`src/rtl/fp32_pkg.sv`:
```
// Shared FP32 definitions: field widths and the result/flag bundle
// that is stored in the result collector FIFO.
package fp32_pkg;
  localparam int FP32_W = 32;
  localparam int EXP_W  = 8;
  localparam int MAN_W  = 23;

  typedef struct packed {
    logic [FP32_W-1:0] result;
    logic              overflow;
    logic              error;
  } fp32_res_t;
endpackage

```
`src/rtl/fp32_res_fifo.sv`:
```
// Power-of-two FIFO holding fp32_res_t entries.
// The caller guarantees push only when not full and pop only when not empty.
module fp32_res_fifo
  import fp32_pkg::*;
#(
  parameter int DEPTH = 4
) (
  input  logic                   clk,
  input  logic                   reset,
  input  logic                   push,
  input  logic                   pop,
  input  fp32_res_t              wdata,
  output fp32_res_t              rdata,
  output logic [$clog2(DEPTH):0] level
);
  localparam int PW = $clog2(DEPTH);
  localparam int LW = PW + 1;

  fp32_res_t         mem [DEPTH];
  logic [PW-1:0]     wr_ptr;
  logic [PW-1:0]     rd_ptr;

  // Pointers wrap naturally because DEPTH is a power of two.
  always_ff @(posedge clk) begin
    if (reset) begin
      wr_ptr <= '0;
      rd_ptr <= '0;
      level  <= '0;
    end else begin
      if (push) wr_ptr <= wr_ptr + PW'(1);
      if (pop)  rd_ptr <= rd_ptr + PW'(1);
      case ({push, pop})
        2'b10:   level <= level + LW'(1);
        2'b01:   level <= level - LW'(1);
        default: level <= level;
      endcase
    end
  end

  always_ff @(posedge clk) begin
    if (push) mem[wr_ptr] <= wdata;
  end

  assign rdata = mem[rd_ptr];
endmodule

```
`src/rtl/fp32_result_collector.sv`:
```
// Captures FP32 adder results with their flags into a FIFO behind a
// valid/ready port and keeps sticky exception flags.
// Define FP_FLAG_COUNT_EN to add saturating overflow/error event counters.
module fp32_result_collector
  import fp32_pkg::*;
#(
  parameter int DEPTH = 4,
  parameter int CW    = 16
) (
  input  logic                   clk,
  input  logic                   reset,
  input  logic                   in_valid,
  output logic                   in_ready,
  input  logic [31:0]            in_result,
  input  logic                   in_overflow,
  input  logic                   in_error,
  output logic                   out_valid,
  input  logic                   out_ready,
  output logic [31:0]            out_result,
  output logic                   out_overflow,
  output logic                   out_error,
  output logic [$clog2(DEPTH):0] level,
  input  logic                   clear_flags,
  output logic                   sticky_ovf,
  output logic                   sticky_err
`ifdef FP_FLAG_COUNT_EN
  ,
  output logic [CW-1:0]          ovf_cnt,
  output logic [CW-1:0]          err_cnt
`endif
);
  localparam int LW = $clog2(DEPTH) + 1;
  localparam logic [LW-1:0] FULL = LW'(DEPTH);

  fp32_res_t wdata;
  fp32_res_t head;
  logic      push;
  logic      pop;

  // Handshakes depend only on the registered level.
  assign in_ready  = (level != FULL);
  assign out_valid = (level != '0);
  assign push      = in_valid && in_ready;
  assign pop       = out_valid && out_ready;

  assign wdata = '{result: in_result, overflow: in_overflow, error: in_error};

  fp32_res_fifo #(.DEPTH(DEPTH)) u_fifo (
    .clk   (clk),
    .reset (reset),
    .push  (push),
    .pop   (pop),
    .wdata (wdata),
    .rdata (head),
    .level (level)
  );

  assign out_result   = out_valid ? head.result   : '0;
  assign out_overflow = out_valid ? head.overflow : 1'b0;
  assign out_error    = out_valid ? head.error    : 1'b0;

  // A flagged push in the same cycle as clear_flags leaves the flag set.
  always_ff @(posedge clk) begin
    if (reset) begin
      sticky_ovf <= 1'b0;
      sticky_err <= 1'b0;
    end else begin
      sticky_ovf <= (sticky_ovf && !clear_flags) || (push && in_overflow);
      sticky_err <= (sticky_err && !clear_flags) || (push && in_error);
    end
  end

`ifdef FP_FLAG_COUNT_EN
  function automatic logic [CW-1:0] cnt_next(input logic [CW-1:0] cnt,
                                              input logic hit,
                                              input logic clr);
    logic [CW-1:0] base;
    base = clr ? '0 : cnt;
    if (hit && (base != '1)) return base + CW'(1);
    return base;
  endfunction

  always_ff @(posedge clk) begin
    if (reset) begin
      ovf_cnt <= '0;
      err_cnt <= '0;
    end else begin
      ovf_cnt <= cnt_next(ovf_cnt, push && in_overflow, clear_flags);
      err_cnt <= cnt_next(err_cnt, push && in_error, clear_flags);
    end
  end
`endif
endmodule

```
`config.mk`:
```
export PLATFORM = sky130hd
export DESIGN_NAME = fp32_result_collector
export DESIGN_NICKNAME = d
export VERILOG_FILES = /design/src/rtl/fp32_pkg.sv /design/src/rtl/fp32_res_fifo.sv /design/src/rtl/fp32_result_collector.sv
export SDC_FILE = /design/constraint.sdc
export NUM_CORES = 1
export LEC_CHECK = 0
export CELL_PAD_IN_SITES_DETAIL_PLACEMENT = 1
export CELL_PAD_IN_SITES_GLOBAL_PLACEMENT = 2
export CORE_ASPECT_RATIO = 0.75
export CORE_UTILIZATION = 43
export CTS_BUF_LIST = sky130_fd_sc_hd__clkbuf_4
export DETAILED_ROUTE_END_ITERATION = 10
export PLACE_DENSITY_LB_ADDON = 0.1
export SYNTH_ARGS = -nofsm -noshare
export SYNTH_HDL_FRONTEND = slang
export SYNTH_SLANG_ARGS = --single-unit
```
`constraint.sdc`:
```
create_clock -name clk -period 2.6 [get_ports clk]
set_input_delay 0.26 -clock clk [delete_from_list [all_inputs] [get_ports clk]]
set_output_delay 0.26 -clock clk [all_outputs]
set_load 0.005 [all_outputs]
```
==> insert_results.sql, run 1 <==
INSERT INTO impl_metrics (metric_group, metric, value, unit) VALUES
('hold_path', 'hold_path_startpoint', 'in_result[24]', ''),
('clock_tree', 'clock-sinks', '147', ''),
('setup_path', 'timing_worst_setup_path_type', 'register to output port', ''),
('timing', 'timing.max_slew.rel_slack', '0.729', ''),
('pwr', 'clock_power_share', '0.221', ''),
('synth', 'synthesis.area', '5700', 'sq um'),
('detailed_routing', 'drtAntennaViolNets', '0', ''),
('detailed_routing', 'viasPerCell', '5.05', ''),
('synth', 'synthesis.nets', '323', ''),
('placed_design', 'dp_hpwl', '6.36', 'mm'),
('global_route', 'grt_overflow', '0', ''),
('clock_tree', 'clock_insertion_delay_worst_skew', '500', 'ps'),
('detailed_routing', 'dr_total_vias', '2851', ''),
('finish', 'layout-area-overhead-vs-synth', '27.0', '%'),
('setup_path', 'worst_ep_arrival_time', '2190', 'ps'),
('floorplanning', 'core.rowCount', '36', ''),
('hold_path', 'min_delay_path_depth', '1', ''),
('timing', 'fmaxAchievable', '408', 'MHz'),
('timing', 'setup_slack', '146', 'ps'),
('global_route', 'antenna_found_initial', '0', ''),
('setup_path', 'crit_path_end_kind', 'output port', ''),
('pwr', 'switch_share', '0.278', ''),
('pwr', 'power_report.internal_total', '4.88', 'mW'),
('synth', 'synth.yosys.seq_area_share', '0.756', ''),
('clock_tree', 'cts-htree-levels', '4', ''),
('finish', 'utilization', '0.558', ''),
('detailed_routing', 'initialDrtViolationCount', '174', ''),
('pwr', 'seq_power_share', '0.432', ''),
('timing', 'fin_crit', '2450', 'ps'),
('finish', 'fraction_of_final_layout_cells_sized_beyond_drive_strength_1', '0.234', ''),
('clock_tree', 'cts_tree', 'yes', ''),
('floorplanning', 'die-area', '13700', 'sq um'),
('timing', 'timing.setup.tns', '0', 'ps'),
('setup_path', 'critical_path.max_fanout', '12', ''),
('synth', 'ys.warnings.count', '0', ''),
('pwr', 'netSwitchingPower', '1.88', 'mW'),
('clock_tree', 'cts.path.max_buffers', '2', ''),
('global_route', 'grt_util_all_layers', '0.165', ''),
('pwr', 'pwr_dens', '935', 'nW/um^2'),
('timing', 'tightestPinTransition', '405', 'ps'),
('floorplanning', 'die-width', '135', 'um'),
('detailed_routing', 'drtPass1Iterations', '4', ''),
('timing', 'maxSlewViolCount', '0', ''),
('hold_path', 'worst_hold_path_type', 'input port to register', ''),
('global_route', 'via_count_of_the_first_global_routing_pass', '3009', ''),
('finish', 'nNetsFinal', '425', ''),
('finish', 'antenna_cells_inserted', '0', ''),
('placed_design', 'pre_cts_slack', '268', 'ps'),
('synth', 'synthDistinctLibCells', '28', ''),
('setup_path', 'r2r_startpoint', 'u_fifo.level[1]', ''),
('synth', 'synth.avg_cell_area', '20.5', 'sq um'),
('timing', 'setup_viol', '0', ''),
('finish', 'regArea', '4310', 'sq um'),
('placed_design', 'io_buffer_count', '79', ''),
('floorplanning', 'die_h', '102', 'um'),
('placed_design', 'place.gp.congestion', '0.685', ''),
('pwr', 'static-leakage-power', '2.74', 'nW'),
('setup_path', 'r2r_slack', '260', 'ps'),
('timing', 'report.final.hold_viol_count', '0', ''),
('setup_path', 'critPathRequiredTime', '2340', 'ps'),
('status', 'status', 'finished clean', ''),
('finish', 'multiInputGateArea', '1300', 'sq um'),
('synth', 'netlist_instances', '278', ''),
('clock_tree', 'cts_buffers', '17', ''),
('setup_path', 'crit-reg2reg-capture', 'u_fifo.level[2]', ''),
('floorplanning', 'io_pins', '80', ''),
('pwr', 'peakVddDrop', '0.454', 'mV'),
('finish', 'most_frequent_standard_cell_in_the_layout_excluding_fill_and_tap_cells', 'sky130_fd_sc_hd__edfxtp_1', ''),
('clock_tree', 'clk_pin_slew', '130', 'ps'),
('finish', 'fillerInstances', '1169', ''),
('timing', 'final.period_utilization', '0.944', '');
Yosys cell counts (all sizes together):
master	instances	area, sq um
edfxtp	136	4080
mux4	34	766
nor2b	34	213
dfxtp	11	220
inv	8	30.0
buf	7	47.5
nor2	7	26.3
clkbuf	6	22.5
a21oi	5	25.0
ha	5	62.6
and3	4	30.0
nand2b	4	25.0
xor2	3	26.3
nand3	2	10.0
o21ai	2	10.0
or3	2	13.8
and2	1	8.76
fa	1	20.0
mux2	1	15.0
mux2i	1	10.0
nand2	1	3.75
nor3	1	10.0
o31ai	1	7.51
or3b	1	8.76
stage by stage:
step / power (mW) / cell area (sq um) / hold slack [ps] / cells
2_1_floorplan: 4.16 / 5700 / 359 / 278
3_3_place_gp: 5.35 / 6810 / 461 / 529
3_5_place_dp: 5.38 / 6810 / 463 / 529
4_1_cts: 6.87 / 7110 / 325 / 561
5_1_grt: 7.17 / 7230 / 310 / 564
6_report: 6.76 / 7230 / 377 / 564
kinds of logic after synthesis:
group / count (synthesis) / synth area share
AOI/OAI and AO/OA: 8 / 0.00747
xor gates and xnor gates: 3 / 0.00461
adders and majority gates: 6 / 0.0145
buffers and inverters: 21 / 0.0176
DFF: 147 / 0.756
muxes: 36 / 0.139
and+or+nand+nor: 57 / 0.0613
final cells by class:
class / instances / area share
flip-flops and latches: 147 / 0.596
inverters: 8 / 0.00415
multi-input cells: 110 / 0.179
clock inverters: 13 / 0.0220
well taps: 171 / 0.0296
clock buffers: 19 / 0.0197
repair buffers: 96 / 0.149
critical path, cell delays in order (launching register included):
cell,delay [ps]
sky130_fd_sc_hd__dfxtp_4,420
sky130_fd_sc_hd__buf_12,170
sky130_fd_sc_hd__mux4_2,490
sky130_fd_sc_hd__nor2b_1,150
sky130_fd_sc_hd__clkdlybuf4s50_1,470
power by group through the flow:
stage,registers [mW],logic [mW],clock network [mW]
finish,2.92,2.34,1.50
detailed placement,2.97,2.41,0
global route,2.95,2.56,1.66
floorplan,2.96,1.20,0
global placement,2.95,2.39,0
CTS,2.92,2.42,1.54
registers in the layout (all words and copies together) (netlist names), named ones only:
register       flops
u_fifo.wr_ptr      2
sticky_err         1
u_fifo.mem       136
u_fifo.level       3
sticky_ovf         1
u_fifo.rd_ptr      2
per-layer routing:
layer	routed length [um]	share of wire	track usage	up-vias
li1	-	-	-	1302
met1	4910	0.46	0.218	1478
met2	5210	0.49	0.267	67
met3	430	0.041	0.0536	4
met4	56	0.0053	0.0441	0
met5	0	0	0	-
worst max path at each step:
stage | startpoint | endpoint | slack, ps | cells past startpoint
2_1_floorplan | u_fifo.level[2] | u_fifo.level[2] | 180 | 10
3_3_place_gp | out_ready | u_fifo.level[2] | 310 | 9
3_5_place_dp | out_ready | u_fifo.level[2] | 270 | 9
4_1_cts | register | out_overflow | 4 | 4
5_1_grt | register | out_result[6] | 4 | 4
6_report | register | out_result[1] | 150 | 4
repair_timing:
action	in CTS	in global routing
pin swaps	0	0
gates resized for setup	2	31
cloned	0	1
endpoints found under the setup margin	12	33
hold buffers	0	0
setup buffers	0	2
Power figures use the tool's default switching activity.
==> run 2: changes to the inputs <==
ABC_AREA = 0   (was default)
==> results of run 2 <==
No change in the layout: final DEF, timing and power equal those of run 1.
==> run 3: changes to the inputs <==
CTS_CLUSTER_SIZE = 8   (was default)
SETUP_SLACK_MARGIN = 0.1   (was default)
==> run 3 against run 2 <==
Effect of this change:
- critical path depth grew 2
- sequential share of layout area shrank 0.65 points
- routed wire length increased by 2.0%
- critical path type unchanged
- highest routed layer unchanged
==> insert_results.sql, run 3 (synthesis gave the netlist of run 1 again) <==
INSERT INTO impl_metrics (metric_group, metric, value, unit) VALUES
('pwr', 'seq_power_share', '0.428', ''),
('floorplanning', 'placeableCoreArea', '13000', 'sq um'),
('detailed_routing', 'routed_wirelength', '10.8', 'mm'),
('global_route', 'grt_util_all_layers', '0.169', ''),
('setup_path', 'worst_setup_path_start_kind', 'register', ''),
('placed_design', 'dp_hpwl', '6.36', 'mm'),
('setup_path', 'crit_path_end_kind', 'output port', ''),
('timing', 'fmaxAchievable', '421', 'MHz'),
('finish', 'fillerInstances', '1165', ''),
('placed_design', 'place.gp.congestion', '0.685', ''),
('timing', 'tightestPinTransition', '406', 'ps'),
('setup_path', 'critical_path.max_fanout', '5', ''),
('global_route', 'antenna_found_initial', '0', ''),
('pwr', 'peakVddDrop', '0.435', 'mV'),
('detailed_routing', 'dr_total_vias', '2871', ''),
('floorplanning', 'core.rowCount', '36', ''),
('global_route', 'grt.met1_usage', '0.225', ''),
('timing', 'timing.setup.tns', '0', 'ps'),
('timing', 'final.period_utilization', '0.914', ''),
('floorplanning', 'die_h', '102', 'um'),
('detailed_routing', 'viasPerCell', '5.04', ''),
('global_route', 'grtUsageMet3', '0.0536', ''),
('detailed_routing', 'initialDrtViolationCount', '201', ''),
('setup_path', 'critPathRequiredTime', '2340', 'ps'),
('clock_tree', 'clockRootBuffer', 'sky130_fd_sc_hd__clkbuf_4', ''),
('detailed_routing', 'detail_route.wl_per_cell', '19.0', 'um'),
('finish', 'largest_register_ff_count', '136', ''),
('clock_tree', 'cts_tree', 'yes', ''),
('pwr', 'netSwitchingPower', '1.91', 'mW'),
('finish', 'antenna_cells_inserted', '0', ''),
('floorplanning', 'floorplan.initialDensity', '0.439', ''),
('detailed_routing', 'drtAntennaViolNets', '0', ''),
('status', 'status', 'finished clean', ''),
('floorplanning', 'die-area', '13700', 'sq um'),
('clock_tree', 'clock_insertion_delay_worst_skew', '520', 'ps'),
('finish', 'reg_with_most_ffs', 'u_fifo.mem', ''),
('clock_tree', 'clock-sinks', '147', ''),
('clock_tree', 'cts.path.max_buffers', '2', ''),
('pwr', 'static-leakage-power', '2.87', 'nW'),
('pwr', 'pwr_dens', '937', 'nW/um^2'),
('clock_tree', 'cts_buffers', '17', ''),
('job', 'max_cap_violations', '0', ''),
('pwr', 'power_report.internal_total', '4.95', 'mW'),
('placed_design', 'pre_cts_slack', '268', 'ps'),
('pwr', 'power.share.combinational', '0.354', ''),
('finish', 'top_registers', 'u_fifo.mem x136, u_fifo.level x3', ''),
('timing', 'maxSlewViolCount', '0', ''),
('finish', 'most_frequent_standard_cell_in_the_layout_excluding_fill_and_tap_cells', 'sky130_fd_sc_hd__edfxtp_1', ''),
('pwr', 'clock_power_share', '0.218', ''),
('floorplanning', 'die-width', '135', 'um'),
('clock_tree', 'cts-hold-fix-buffers', '0', ''),
('timing', 'report.final.hold_viol_count', '0', ''),
('timing', 'setup_slack', '224', 'ps'),
('global_route', 'grt.met2_usage', '0.273', ''),
('global_route', 'pin_count_of_the_biggest_net_entering_global_routing', '38', ''),
('timing', 'rsz_0062_raised_after_global_routing', 'false', ''),
('timing', 'timing.clock.skew', '15.8', 'ps'),
('global_route', 'gr-max-usage-layer', 'met2', ''),
('setup_path', 'timing_worst_setup_path_type', 'register to output port', ''),
('setup_path', 'worst_ep_arrival_time', '2120', 'ps'),
('finish', 'fraction_of_final_layout_cells_sized_beyond_drive_strength_1', '0.248', ''),
('pwr', 'switch_share', '0.278', ''),
('detailed_routing', 'drtPass1Iterations', '4', ''),
('timing', 'setup_viol', '0', ''),
('timing', 'timing.max_slew.rel_slack', '0.729', ''),
('global_route', 'first_pass_grt_wire_length', '16.5', 'mm'),
('finish', 'most-common-layout-cells', 'sky130_fd_sc_hd__edfxtp_1 (136), sky130_fd_sc_hd__clkdlybuf4s50_1 (45), sky130_fd_sc_hd__mux4_2 (34), sky130_fd_sc_hd__nor2b_1 (34), sky130_fd_sc_hd__dlymetal6s2s_1 (33)', ''),
('timing', 'fin_crit', '2380', 'ps'),
('finish', 'layout-area-overhead-vs-synth', '28.4', '%'),
('placed_design', 'io_buffer_count', '79', ''),
('detailed_routing', 'drcViolationCount', '0', ''),
('clock_tree', 'cts-htree-levels', '4', ''),
('finish', 'nNetsFinal', '431', ''),
('global_route', 'grt_overflow', '0', ''),
('global_route', 'via_count_of_the_first_global_routing_pass', '3015', ''),
('clock_tree', 'clk_pin_slew', '130', 'ps'),
('floorplanning', 'io_pins', '80', ''),
('hold_path', 'worst_hold_path_type', 'input port to register', '');
run 3: cell types whose count changed in the layout (fill, tap and decap cells not counted), sizes merged:
cell,before,now
buf,16,22
clkbuf,20,21
dlygate4sd2,1,0
clkdlybuf4s50,51,45
dlymetal6s2s,27,33
run 3: cell type report:
type | instances | area, sq um | area share
clock buffer | 19 | 143 | 0.0195
timing repair buffer | 102 | 1160 | 0.159
tap | 171 | 214 | 0.0293
multi-input combinational | 110 | 1300 | 0.177
sequential | 147 | 4310 | 0.589
clock inverter | 13 | 159 | 0.0217
inverter | 8 | 30.0 | 0.00411
run 3: worst paths after layout:
path / to / cells past startpoint / slack [ps] / start
worst max-delay path: out_result[18] / 6 / 220 / register
worst min-delay path: u_fifo.mem[3][31] / 1 / 370 / in_result[29]
worst max register to register: u_fifo.level[2] / 9 / 260 / u_fifo.level[1]
worst min register to register: sticky_err / 2 / 480 / sticky_err
run 3: layer usage:
metal	wire, um	share of wire	vias up
li1	-	-	1316
met1	4960	0.46	1478
met2	5270	0.49	73
met3	525	0.049	4
met4	56	0.0052	0
met5	0	0	-
run 3: worst max-delay path: stages (launching register included):
cell                             delay (ps)
sky130_fd_sc_hd__dfxtp_4                440
sky130_fd_sc_hd__buf_6                  120
sky130_fd_sc_hd__clkbuf_16              130
sky130_fd_sc_hd__buf_4                  110
sky130_fd_sc_hd__mux4_2                 480
sky130_fd_sc_hd__nor2b_1                150
sky130_fd_sc_hd__dlymetal6s2s_1         160
run 3: power by group through the flow:
stage               registers [mW]  logic (mW)  clock network (mW)
detailed placement            2.97        2.41                   0
CTS                           2.93        2.48                1.54
floorplan                     2.96        1.20                   0
finish                        2.93        2.43                1.50
global route                  2.96        2.65                1.65
global placement              2.95        2.39                   0
run 3: through the flow:
stage	area (sq um)	util	hold WS [ps]	instances	power [mW]
after CTS	7150	0.551	325	562	6.95
final	7310	0.564	367	570	6.86
after floorplan	5700	-	359	278	4.16
after global placement	6810	0.525	461	529	5.35
after detailed placement	6810	0.525	463	529	5.38
after global routing	7310	0.564	310	570	7.26
run 3: repair_timing:
item | in CTS | in global routing
gates cloned | 1 | 1
endpoints found under the setup margin | 34 | 34
resized for setup | 6 | 37
buffers inserted | 0 | 7
==> patch 1, RTL diff (config.mk and constraints of run 2) <==
`DEPTH` is set to 4 in 2 places; all go to 2.
--- a/src/rtl/fp32_res_fifo.sv
+++ b/src/rtl/fp32_res_fifo.sv
@@ -4,5 +4,5 @@
   import fp32_pkg::*;
 #(
-  parameter int DEPTH = 4
+  parameter int DEPTH = 2
 ) (
   input  logic                   clk,
--- a/src/rtl/fp32_result_collector.sv
+++ b/src/rtl/fp32_result_collector.sv
@@ -5,5 +5,5 @@
   import fp32_pkg::*;
 #(
-  parameter int DEPTH = 4,
+  parameter int DEPTH = 2,
   parameter int CW    = 16
 ) (
Ports: changed (resized level); port bits go from 80 to 79. The function was not compared with the original's and may differ.
==> patch 1 against run 2 <==
- sequential share of layout area shrank 3.7 points
- sequential cell count shrank 72
- synthesized area shrank 50%
- global-route usage grew 1.3 points
- final area shrank 46%
- critical path depth is the same
- wire length shrank 45%
- power shrank 43%
- count of clock-buffer cells in the layout shrank 10
- die area shrank 49%
- fmax grew 4.6%
- worst setup slack gained 0.11 ns
==> patch 1: results (changes against run 2) <==
\begin{tabular}{lr}
\hline
Metric & Value \\
\hline
\multicolumn{2}{l}{\textbf{Placed design}} \\
\quad Cell Area, Placed & 3750 µm² (-45\%) \\
\quad Gpl congestion & 0.693 (+1.2\%) \\
\quad Half-perimeter wire length after placement & 3890 µm (-39\%) \\
\quad IO Port Bufs & 78 (-1.3\%) \\
\quad Dpl cells & 333 (-37\%) \\
\multicolumn{2}{l}{\textbf{Synthesis}} \\
\quad Post-synthesis area per instance & 16.1 µm² (-21\%) \\
\quad Parity-gate share of the synthesized area counting xor and xnor cells & 0.00922 (+0.00461) \\
\quad Count of flip-flops with a built-in enable after synthesis & 68 (-50\%) \\
\quad Count of different cell masters after synthesis & 20 (-29\%) \\
\quad Most frequent cells after synthesis & sky130\_fd\_sc\_hd\_\_edfxtp\_1, sky130\_fd\_sc\_hd\_\_nor2\_1, sky130\_fd\_sc\_hd\_\_mux2i\_1 \\
\quad Compound-Gate Fraction of Synth Area & 0.0167 (+0.00921) \\
\quad Post-synthesis mux area share & 0.119 (-0.0194) \\
\multicolumn{2}{l}{\textbf{Timing}} \\
\quad Clk\_skew & 0.00777 ns (-0.00868 ns) \\
\quad Final critical delay including setup and external delays & 2.35 ns (-0.107 ns) \\
\quad Rel. slew slack & 0.690 (-0.0392) \\
\multicolumn{2}{l}{\textbf{Outcome}} \\
\quad Outcome & finished clean \\
\multicolumn{2}{l}{\textbf{Hold path}} \\
\quad Hold path startpoint & in\_result[29] \\
\quad Hold Crit Endpoint & u\_fifo.mem[1][31] \\
\multicolumn{2}{l}{\textbf{Setup path}} \\
\quad Depth of the most critical reg-to-reg path & 4 (-5) \\
\quad Register-to-register path setup slack & 0.74 ns (+0.48 ns) \\
\quad Critical Path End & out\_result[17] \\
\quad Slowest CP cell & sky130\_fd\_sc\_hd\_\_clkdlybuf4s50\_1 \\
\quad Source of the worst register-to-register timing path & u\_fifo.level[0] \\
\quad Reg-to-reg critical path endpoint & u\_fifo.mem[0][30] \\
\multicolumn{2}{l}{\textbf{Final layout}} \\
\quad Leading registers by flop count & u\_fifo.mem x68, u\_fifo.level x2 \\
\multicolumn{2}{l}{\textbf{Clock tree}} \\
\quad Depth of the CTS H-tree & 3 (-1) \\
\quad Total clock buffers created by CTS & 9 (-8) \\
\quad Worst-Skew Late Latency & 0.40 ns (-0.10 ns) \\
\multicolumn{2}{l}{\textbf{Global route}} \\
\quad Global routing usage summed across all routing layers & 0.178 (+0.0127) \\
\multicolumn{2}{l}{\textbf{Pwr}} \\
\quad Worst IR Drop VDD & 0.000570 V (+25\%) \\
\multicolumn{2}{l}{\textbf{Routing}} \\
\quad Via count normalized by instance count & 4.83 (-4.4\%) \\
\hline
\end{tabular}
[patch 1: cell count changes in the layout (fill, tap and decap cells not counted), moves of 4 or more]
cell,delta
sky130_fd_sc_hd__clkbuf_4,-10
sky130_fd_sc_hd__buf_12,-4
sky130_fd_sc_hd__mux4_2,-34
sky130_fd_sc_hd__nor2b_1,-34
sky130_fd_sc_hd__buf_4,-6
sky130_fd_sc_hd__inv_1,-4
sky130_fd_sc_hd__nor2_1,+32
sky130_fd_sc_hd__dlymetal6s2s_1,-27
sky130_fd_sc_hd__clkdlybuf4s50_1,+27
sky130_fd_sc_hd__edfxtp_1,-68
sky130_fd_sc_hd__mux2i_1,+33
sky130_fd_sc_hd__ha_1,-4
[patch 1: cell type report]
class	count	area [µm²]
fillers	613	2440
clock inverters	6	81.3
inverters	4	15.0
well taps	81	101
clock buffers	9	67.6
flip-flops and latches	75	2180
repair buffers	83	843
multi-input cells	90	616
[patch 1: logic make-up (layout without fill, tap and decap cells)]
kind of cell	count (synthesis)	count (layout)
AO/OA/AOI/OAI	7	7
XOR/XNOR	3	3
adder cells (fa/ha/maj)	1	1
buffers and inverters	12	102
flip-flops	75	75
multiplexers	34	34
AND/OR/NAND/NOR	45	45
[patch 1: repair_timing]
action / CTS / global route
hold buffers: 0 / 0
setup endpoints to repair: 17 / 0
gates resized for setup: 1 / 0
[patch 1: per-layer routing]
metal  up-vias  GRT usage  part of all wire
li1        817          -                 -
met2        51      0.300              0.49
met1       806      0.210              0.44
met3         7     0.0482             0.050
met5         -          0                 0
met4         0     0.0912             0.015
[patch 1: power by group]
group	internal, W	leakage, nW	total [W]	switching [W]
Clock	0.000379	0.0792	0.000756	0.000378
Sequential	0.00152	0.694	0.00162	0.0000999
Combinational	0.000842	0.561	0.00150	0.000653
Total	0.00274	1.33	0.00387	0.00113
==> patch 2, RTL diff (config.mk and constraints of run 2) <==
Made on the original files. Register the output `out_overflow`, with the module's reset; this adds one clock of latency there. The other outputs are not delayed to match.
--- a/src/rtl/fp32_result_collector.sv
+++ b/src/rtl/fp32_result_collector.sv
@@ -57,5 +57,11 @@
 
   assign out_result   = out_valid ? head.result   : '0;
-  assign out_overflow = out_valid ? head.overflow : 1'b0;
+  always_ff @(posedge clk) begin
+    if (reset) begin
+      out_overflow <= '0;
+    end else begin
+      out_overflow <= out_valid ? head.overflow : 1'b0;
+    end
+  end
   assign out_error    = out_valid ? head.error    : 1'b0;
 
Check against the original RTL: not equivalent (a bounded check fails within 4 cycles, from zero or initial values and one cycle with reset high).
==> patch 2 against run 2 <==
- sequential cell count rose by 1
- final area rose by 1.2%
- worst setup slack improved by 0.067 ns
- synthesized cell count rose by 0.36%
- core utilization rose by 0.66 points
- power rose by 3.0%
- wire length rose by 5.4%
- first-iteration DRC count fell by 2.9%
- synthesized area rose by 0.37%
- highest routed layer unchanged
==> patch 2: results (changes against run 2) <==
\begin{tabular}{lr}
\hline
Metric & Value \\
\hline
\multicolumn{2}{l}{\textbf{Final layout}} \\
\quad Share of post-route cells with drive strength above 1 & 0.231 (-0.00313) \\
\quad Layout Nets & 426 (+0.24\%) \\
\quad Fill cells & 1175 (+0.51\%) \\
\multicolumn{2}{l}{\textbf{Setup path}} \\
\quad Critical Path Max Stage Delay & 0.40 ns (-0.09 ns) \\
\quad Critical path fanouts, max & 3 (-9) \\
\quad Slowest CP cell & sky130\_fd\_sc\_hd\_\_or3\_2 \\
\quad Family with the most delay on the worst path & simple AND/OR/NAND/NOR gates \\
\quad Data arrival time of the critical path & 2.84 ns (+0.65 ns) \\
\multicolumn{2}{l}{\textbf{Synthesis}} \\
\quad Most common flop cell mapped by yosys & sky130\_fd\_sc\_hd\_\_edfxtp\_1 \\
\quad Area contributors post-synth & sky130\_fd\_sc\_hd\_\_edfxtp\_1, sky130\_fd\_sc\_hd\_\_mux4\_2, sky130\_fd\_sc\_hd\_\_dfxtp\_1 \\
\quad Number of nets in the synthesized netlist & 324 (+0.31\%) \\
\quad Most frequent cells after synthesis & sky130\_fd\_sc\_hd\_\_edfxtp\_1, sky130\_fd\_sc\_hd\_\_mux4\_2, sky130\_fd\_sc\_hd\_\_nor2b\_1 \\
\quad Count of different cell masters after synthesis & 29 (+3.6\%) \\
\multicolumn{2}{l}{\textbf{Timing}} \\
\quad Rel. slew slack & 0.680 (-0.0497) \\
\quad Clk\_skew & 0.0219 ns (+0.00546 ns) \\
\multicolumn{2}{l}{\textbf{Placed design}} \\
\quad Gpl congestion & 0.699 (+2.1\%) \\
\quad IO Port Bufs & 79 (unchanged) \\
\quad Half-perimeter wire length after placement & 6320 µm (-0.54\%) \\
\multicolumn{2}{l}{\textbf{Routing}} \\
\quad Total number of vias & 2839 (-0.42\%) \\
\quad Detailed Route Iter0 Violations & 169 (-2.9\%) \\
\quad Detailed-route wire length & 11200 µm (+5.4\%) \\
\multicolumn{2}{l}{\textbf{Global route}} \\
\quad Global routing usage summed across all routing layers & 0.176 (+0.0110) \\
\quad Largest net degree at the start of global routing & 38 (unchanged) \\
\quad Vias in the first global route & 2984 (-0.83\%) \\
\multicolumn{2}{l}{\textbf{Pwr}} \\
\quad NetSw & 0.00195 W (+3.8\%) \\
\quad Worst IR Drop VDD & 0.000781 V (+72\%) \\
\multicolumn{2}{l}{\textbf{Outcome}} \\
\quad Outcome & finished clean \\
\hline
\end{tabular}
[patch 2: path summary, 6_finish.rpt]
path,startpoint,to,slack (ns)
max,u_fifo.level[2],u_fifo.level[2],0.21
min,in_result[11],u_fifo.mem[3][13],0.38
max reg2reg,u_fifo.level[2],u_fifo.level[2],0.21
min reg2reg,sticky_err,sticky_err,0.48
[patch 2: kinds of logic (layout without fill, tap and decap cells)]
logic type	count (synthesis)	in the layout	synth area share
compound gates	8	8	0.00744
xor+xnor	3	3	0.00460
fa+ha+maj	6	6	0.0144
buf+inv	21	136	0.0175
flops	148	148	0.756
mux	36	36	0.138
simple gates	57	57	0.0613
[patch 2: metal layers]
metal  track usage  routed length, µm  vias up
li1              -                  -     1306
met1         0.248               5360     1469
met2         0.265               5210       54
met3        0.0531                491       10
met4        0.0596                119        0
met5             0                  0        -
[patch 2: worst register-to-register path, delay by kind of cell (launching register included)]
family	cells	cell delay, ns
flip-flops	1	0.36
XOR/XNOR	1	0.16
adder cells (fa/ha/maj)	2	0.56
AO/OA/AOI/OAI	1	0.15
buffers and inverters	2	0.11
AND/OR/NAND/NOR	3	0.97
[patch 2: stage by stage]
| stage | worst slack (ns) | std cells | utilization | hold slack (ns) | cell area, µm² |
|---|---|---|---|---|---|
| 2_1_floorplan | 0.179 | 279 | - | 0.359 | 5720 |
| 3_3_place_gp | 0.224 | 529 | 0.526 | 0.460 | 6820 |
| 3_5_place_dp | 0.171 | 529 | 0.526 | 0.467 | 6820 |
| 4_1_cts | 0.00496 | 561 | 0.553 | 0.329 | 7170 |
| 5_1_grt | 0.0746 | 565 | 0.564 | 0.315 | 7320 |
| 6_report | 0.214 | 565 | 0.564 | 0.381 | 7320 |
[patch 2: layout make-up]
type	count	area share
well taps	171	0.0292
multi-input cells	110	0.177
inverters	8	0.00410
clock buffers	18	0.0185
flip-flops and latches	148	0.592
repair buffers	96	0.152
clock inverters	14	0.0275
[patch 2: what timing repair did]
| action | in CTS | in global routing |
|---|---|---|
| endpoints found under the setup margin | 13 | 30 |
| cloned | 0 | 1 |
| gates resized for setup | 4 | 34 |
| buffers inserted | 0 | 3 |
| pin swaps | 0 | 0 |
[patch 2: power groups by stage]
stage	clock [W]	combinational, W	sequential (W)
floorplan	0	0.00120	0.00298
global placement	0	0.00240	0.00298
detailed placement	0	0.00240	0.00300
CTS	0.00169	0.00244	0.00295
global route	0.00178	0.00261	0.00297
finish	0.00163	0.00239	0.00295
